[config.mk]
export PLATFORM = sky130hd
export DESIGN_NAME = regfile_rv_sb
export DESIGN_NICKNAME = d
export VERILOG_FILES = /design/src/rtl/regfile_rv_sb.sv
export SDC_FILE = /design/constraint.sdc
export NUM_CORES = 2
export LEC_CHECK = 0
export BUFFER_PORTS_ARGS = -buffer_cell sky130_fd_sc_hd__buf_2
export CORE_ASPECT_RATIO = 2
export CORE_MARGIN = 1
export CORE_UTILIZATION = 35
export CTS_CLUSTER_SIZE = 24
export DETAILED_ROUTE_END_ITERATION = 16
export SKIP_LAST_GASP = 1
export SLEW_MARGIN = 20
export SYNTH_ARGS = -nofsm -noshare
export SYNTH_HDL_FRONTEND = slang
export SYNTH_SLANG_ARGS = --single-unit
[constraint.sdc]
create_clock -name clock -period 45.9 [get_ports clock]
set_input_delay 4.59 -clock clock [delete_from_list [all_inputs] [get_ports clock]]
set_output_delay 4.59 -clock clock [all_outputs]
set_load 0.03 [all_outputs]
[src/rtl/regfile_rv_sb.sv]
// Parametrised integer register file: two read ports, one write port, optional
// write-to-read bypass, optional registered read, and a per-register pending scoreboard.
module regfile_rv_sb #(
    parameter int DATA_W   = 32,
    parameter int NUM_REGS = 32,
    localparam int ADDR_W  = $clog2(NUM_REGS),
    parameter int READ_REG = 0,
    parameter int BYPASS   = 1
) (
    input  logic                clock,
    input  logic                reset,
    input  logic                RegWriteControl,
    input  logic [ADDR_W-1:0]   RegWriteAddr,
    input  logic [DATA_W-1:0]   RegDataIn,
    input  logic [ADDR_W-1:0]   RegData1,
    input  logic [ADDR_W-1:0]   RegData2,
    input  logic                RegReserve,
    input  logic [ADDR_W-1:0]   RegReserveAddr,
    output logic [DATA_W-1:0]   RegDataOut1,
    output logic [DATA_W-1:0]   RegDataOut2,
    output logic                RegReady1,
    output logic                RegReady2,
    output logic [NUM_REGS-1:0] RegBusy
);

    // Writes and reserves have no back-pressure: any asserted enable is
    // accepted on the next rising edge; address 0 is silently dropped.
    logic [DATA_W-1:0]   r_mem [NUM_REGS];
    logic [NUM_REGS-1:0] r_pend;
    logic [NUM_REGS-1:0] w_pend_next;
    logic                w_we;
    logic                w_rsv;
    logic                w_byp1;
    logic                w_byp2;
    logic [DATA_W-1:0]   w_rd1;
    logic [DATA_W-1:0]   w_rd2;
    logic                w_rdy1;
    logic                w_rdy2;

    assign w_we  = RegWriteControl && (RegWriteAddr != '0);
    assign w_rsv = RegReserve && (RegReserveAddr != '0);

    always_ff @(posedge clock or posedge reset) begin
        if (reset) begin
            for (int i = 0; i < NUM_REGS; i++) begin
                r_mem[i] <= '0;
            end
        end else if (w_we) begin
            r_mem[RegWriteAddr] <= RegDataIn;
        end
    end

    // A reserve landing on the register being retired keeps the bit set.
    always_comb begin
        w_pend_next = r_pend;
        if (w_we) begin
            w_pend_next[RegWriteAddr] = 1'b0;
        end
        if (w_rsv) begin
            w_pend_next[RegReserveAddr] = 1'b1;
        end
    end

    always_ff @(posedge clock or posedge reset) begin
        if (reset) begin
            r_pend <= '0;
        end else begin
            r_pend <= w_pend_next;
        end
    end

    assign RegBusy = r_pend;

    assign w_byp1 = (BYPASS != 0) && w_we && (RegWriteAddr == RegData1);
    assign w_byp2 = (BYPASS != 0) && w_we && (RegWriteAddr == RegData2);

    always_comb begin
        w_rd1  = r_mem[RegData1];
        w_rdy1 = !r_pend[RegData1];
        if (RegData1 == '0) begin
            w_rd1  = '0;
            w_rdy1 = 1'b1;
        end else if (w_byp1) begin
            w_rd1  = RegDataIn;
            w_rdy1 = 1'b1;
        end
    end

    always_comb begin
        w_rd2  = r_mem[RegData2];
        w_rdy2 = !r_pend[RegData2];
        if (RegData2 == '0) begin
            w_rd2  = '0;
            w_rdy2 = 1'b1;
        end else if (w_byp2) begin
            w_rd2  = RegDataIn;
            w_rdy2 = 1'b1;
        end
    end

    generate
        if (READ_REG != 0) begin : g_reg_read
            logic [DATA_W-1:0] r_out1;
            logic [DATA_W-1:0] r_out2;
            logic              r_rdy1;
            logic              r_rdy2;

            always_ff @(posedge clock or posedge reset) begin
                if (reset) begin
                    r_out1 <= '0;
                    r_out2 <= '0;
                    r_rdy1 <= 1'b1;
                    r_rdy2 <= 1'b1;
                end else begin
                    r_out1 <= w_rd1;
                    r_out2 <= w_rd2;
                    r_rdy1 <= w_rdy1;
                    r_rdy2 <= w_rdy2;
                end
            end

            assign RegDataOut1 = r_out1;
            assign RegDataOut2 = r_out2;
            assign RegReady1   = r_rdy1;
            assign RegReady2   = r_rdy2;
        end else begin : g_comb_read
            assign RegDataOut1 = w_rd1;
            assign RegDataOut2 = w_rd2;
            assign RegReady1   = w_rdy1;
            assign RegReady2   = w_rdy2;
        end
    endgenerate

endmodule
==> results <==
- After routing, the total negative slack on setup checks comes to 0 ps.
- The later-pin clock latency in the skew report is around 700 ps.
- The first detailed-routing pass ran for 5 iterations.
- The max-cap check violation count is 0.
- By area the synthesized netlist is led by sky130_fd_sc_hd__dfrtp_1, sky130_fd_sc_hd__mux2_2, sky130_fd_sc_hd__mux4_2.
- The measured slew at the worst slew-check pin is 1160 ps.
- The tree is rooted in a sky130_fd_sc_hd__clkbuf_16.
- For this run, the leading register cell type out of synthesis is sky130_fd_sc_hd__dfrtp_1.
- The global placer's final weighted congestion is 0.841.
- The H-tree was split into 3 levels.
- The number of instances in the synthesized netlist is approximately 4000.
- The standard cell area after detailed placement is about 59000 µm².
- Input and output buffers added on the ports amount to between 150 and 200.
- The initial utilization of the core area, before any placement, comes to about a third.
- The violation count after the first detailed-route iteration is between 3000 and 4000.
- The share of post-route cells with drive strength above 1 is 48.9%.
- The first global-routing pass estimated approximately 290 mm of wire.
- At the worst endpoint, the required time is between 40000 and 50000 ps.
- The number of buffers added to fix hold violations after cts is 0.
- Gates resized during post-CTS repair numbered 0.
- Global routing consumed, on the met1 layer, between 20% and 30% of the routing resources.
- In the global route stage, met2 resource usage came out at between 40 and 50%.
- The final number of setup-violating endpoints is 0.
- The arrival time at the worst endpoint is ~8900 ps.
- For the final database, setup skew stands at 0 ps.
- Yosys printed 0 warnings.
- The layout overhead on the synthesized area is 10.7%.
- The die covers ~160000 µm².
- The net count of the finished layout is a little under 4000.
- Using the TritonRoute via totals, the vias-per-cell ratio works out to around 6.2.
- CTS saw 1056 sinks.
- The count of flip-flops with a built-in enable after synthesis is 0.
- Measured against its own limit, the worst slew margin works out to ~23%.
- The final hold violation count is 0.
- The run finished with clean final reports.
- The total area inside the core boundary comes to 162000 µm².
- The highest net fanout along the worst path is 65.
- The mean cell area of the mapped netlist is 14.4 µm².
- The worst path uses 29.4% of the clock period.
- The routed design has 196 mm of wire.
- Counting tap cells, the placed design contains a total of 5857 instances.
- The critical path start-end classification is input port to output port.
- Once layout is complete, the utilization of the core stands at 39.0%.
- In this run the deepest clock path goes through 3 buffers.
- The fraction of synthesized cell area taken by the top area cell type is between 40% and 50%.
- The final non-filler cell area is about 63000 µm².
- The worst hold slack across all endpoints is 396 ps.
- The residual overflow from global routing is 0.
- The fmax is roughly 0.074 GHz.
- The netlist uses 57 different library cells.
- Across the VDD grid, the largest voltage drop is a little over 0.03 mV.
- The path type of the worst min-delay path is flip-flop to flip-flop.
- Once detailed placement completed, the half-perimeter wirelength came to 110 mm.
- The CTS clock-pin slew for the worst setup and hold paths is approximately 60 ps.
- The sequential share of the synthesized area is 46.4%.
- Once the clock tree was built, the setup fixing pass inserted 0 buffers.
- For met3 alone, demand over resource in global routing was 3.95%.
- TritonCTS built the clock tree.
- Setup repair after global routing left no endpoint under its margin.
- For this design the ratio of total power to cell area is roughly 44 nW/µm².
- The via count of the first global-routing pass is 39900.
- From left edge to right edge, the die measures 287 µm.
- The count of final max-slew check failures is 0.
- The leakage power is 27.4 nW.
- The vertical extent of the die is 572 µm.
- The detailed-route wire length per cell is 32.4 µm.
- The initialized floorplan defines 209 standard-cell rows.
- The fraction of registers with async set or reset after synthesis is 100%.
- The number of nets in the synthesized netlist is ~4000.
- Counting I/O delays and the setup requirement, the final critical path takes 13520 ps.
- Entering global routing, the biggest net connects 182 pins.
- Synthesis inferred 1056 register bits.
- For this run, design rule violations remaining after detail routing come to 0.
- The summed instance area of the synthesized netlist is 57000 µm².
- The detail route stage leaves a number of antenna-violating nets equal to 0.
- After global routing, the most crowded layer is met2.
- The number of antenna violations at the first check in global routing is 19.
- STA classifies the critical path startpoint as an input port.
- STA classifies the critical path endpoint as an output port.
- After the flow finishes, the layout carries non-filler instances totaling 6054.
- Buffers inserted during clock tree synthesis total ~110.
- The number of top-level design ports is around 150.
- The synthesized design spends more area on one cell type than any other, namely sky130_fd_sc_hd__dfrtp_1.
- The total routing usage reported by global routing is 24.0%.
- Summing over every cut layer, the via total after detailed routing is 37800.
[where the power goes]
| group | internal, mW | switching, mW |
|---|---|---|
| Clock | 0.542 | 0.394 |
| Sequential | 1.11 | 0.135 |
| Combinational | 0.328 | 0.278 |
| Total | 1.98 | 0.806 |
[critical path: stages]
cell and delay, ps:
sky130_fd_sc_hd__buf_8 540, sky130_fd_sc_hd__buf_4 900, sky130_fd_sc_hd__buf_4 810, sky130_fd_sc_hd__nor3_1 180
sky130_fd_sc_hd__a21oi_4 860, sky130_fd_sc_hd__a22o_1 500, sky130_fd_sc_hd__buf_2 300
[sequential cells by signal (all words and copies together), names as in the netlist]
name     cells
r_mem     1024
RegBusy     32
[area by class of cell]
type | instances | area (µm²)
Tap cell | 2110 | 2640
Multi-Input combinational cell | 2443 | 28700
Fill cell | 15200 | 98800
Sequential cell | 1056 | 26400
Inverter | 8 | 40.0
Clock inverter | 51 | 673
Clock buffer | 143 | 3030
Timing Repair Buffer | 241 | 1550
Antenna cell | 2 | 5.00
[per-layer routing]
layer	share of wire [%]	routed length, µm
met1	39	76700
met2	49	96500
met3	6.5	12700
met4	5.2	10200
met5	0.048	94
[cells in the final DEF (no fill, tap or decap), types with 6 or more instances in the layout]
cell type / count
sky130_fd_sc_hd__o22ai_1: 34
sky130_fd_sc_hd__nand2_2: 12
sky130_fd_sc_hd__a221oi_1: 70
sky130_fd_sc_hd__a22oi_1: 27
sky130_fd_sc_hd__or2_2: 8
sky130_fd_sc_hd__xnor2_1: 8
sky130_fd_sc_hd__clkbuf_8: 23
sky130_fd_sc_hd__nand3_1: 11
sky130_fd_sc_hd__mux4_2: 411
sky130_fd_sc_hd__nand2_1: 121
sky130_fd_sc_hd__clkbuf_1: 14
sky130_fd_sc_hd__buf_4: 85
sky130_fd_sc_hd__o221ai_1: 31
sky130_fd_sc_hd__nor2_1: 8
sky130_fd_sc_hd__and3_1: 31
sky130_fd_sc_hd__mux2i_1: 282
sky130_fd_sc_hd__a32oi_1: 7
sky130_fd_sc_hd__a221o_1: 24
sky130_fd_sc_hd__clkinvlp_4: 6
sky130_fd_sc_hd__clkinv_2: 25
sky130_fd_sc_hd__buf_2: 144
sky130_fd_sc_hd__bufinv_16: 14
sky130_fd_sc_hd__mux2_2: 1045
sky130_fd_sc_hd__clkbuf_16: 107
sky130_fd_sc_hd__a211oi_1: 61
sky130_fd_sc_hd__a22o_1: 45
sky130_fd_sc_hd__nor3b_1: 6
sky130_fd_sc_hd__mux2_1: 13
sky130_fd_sc_hd__dfrtp_1: 1056
sky130_fd_sc_hd__o21ai_0: 62
sky130_fd_sc_hd__nand3b_1: 8
sky130_fd_sc_hd__nor2_4: 15
sky130_fd_sc_hd__a21oi_1: 38
[synth_stat cells, types with 3 or more instances]
cell and count:
sky130_fd_sc_hd__mux2_1 13, sky130_fd_sc_hd__buf_6 8, sky130_fd_sc_hd__a22o_1 45, sky130_fd_sc_hd__buf_4 18, sky130_fd_sc_hd__nand3b_1 8, sky130_fd_sc_hd__inv_1 6, sky130_fd_sc_hd__xnor2_1 8, sky130_fd_sc_hd__a221oi_1 70
sky130_fd_sc_hd__clkbuf_1 240, sky130_fd_sc_hd__a21oi_1 40, sky130_fd_sc_hd__o211ai_1 5, sky130_fd_sc_hd__nand2b_1 3, sky130_fd_sc_hd__nor3_1 3, sky130_fd_sc_hd__nand4b_1 3, sky130_fd_sc_hd__nor3b_1 6, sky130_fd_sc_hd__nand3_1 11
sky130_fd_sc_hd__a31oi_1 4, sky130_fd_sc_hd__a211o_1 5, sky130_fd_sc_hd__and3_1 31, sky130_fd_sc_hd__a32o_1 4, sky130_fd_sc_hd__o221ai_1 31, sky130_fd_sc_hd__o21ai_0 62, sky130_fd_sc_hd__mux2_2 1045, sky130_fd_sc_hd__a21boi_0 3
sky130_fd_sc_hd__buf_2 134, sky130_fd_sc_hd__a32oi_1 7, sky130_fd_sc_hd__a22oi_1 27, sky130_fd_sc_hd__mux2i_1 282, sky130_fd_sc_hd__nand2_1 136, sky130_fd_sc_hd__or2_2 8, sky130_fd_sc_hd__o22ai_1 34, sky130_fd_sc_hd__buf_1 53
sky130_fd_sc_hd__a221o_1 24, sky130_fd_sc_hd__nor2b_1 4, sky130_fd_sc_hd__nor2_1 23, sky130_fd_sc_hd__dfrtp_1 1056, sky130_fd_sc_hd__a211oi_1 61, sky130_fd_sc_hd__mux4_2 411
[worst paths after layout]
path	start	to	slack, ps	cells past startpoint
hold reg to reg	r_mem[1006]$_DFFE_PP0P_	r_mem[1006]$_DFFE_PP0P_	400	0
hold / removal	r_mem[1006]$_DFFE_PP0P_	r_mem[1006]$_DFFE_PP0P_	400	0
setup / recovery	RegData1[0]	RegDataOut1[12]	32380	7
max in group asynchronous	reset	r_mem[590]$_DFFE_PP0P_	38460	6
setup reg to reg	r_mem[180]$_DFFE_PP0P_	r_mem[180]$_DFFE_PP0P_	45080	1
min in group asynchronous	reset	r_mem[703]$_DFFE_PP0P_	4060	2
[cell families (layout without fill, tap and decap cells)]
| logic type | after synthesis | after routing | share of synthesized area [%] |
|---|---|---|---|
| AOI/OAI and AO/OA | 436 | 436 | 5.70 |
| xor gates and xnor gates | 10 | 10 | 0.154 |
| buffers and inverters | 462 | 443 | 3.57 |
| DFF | 1056 | 1056 | 46.4 |
| muxes | 1751 | 1751 | 42.1 |
| other | 0 | 2 | 0 |
| and+or+nand+nor | 246 | 246 | 2.06 |
[per-stage QoR]
stage / total power, mW / worst slack [ps]
6_report: 2.78 / 32380
5_1_grt: 2.89 / 32150
4_1_cts: 2.80 / 32350
3_5_place_dp: 1.86 / 32350
3_3_place_gp: 1.84 / 32400
2_1_floorplan: 1.68 / 11590
Power figures use the tool's default switching activity.
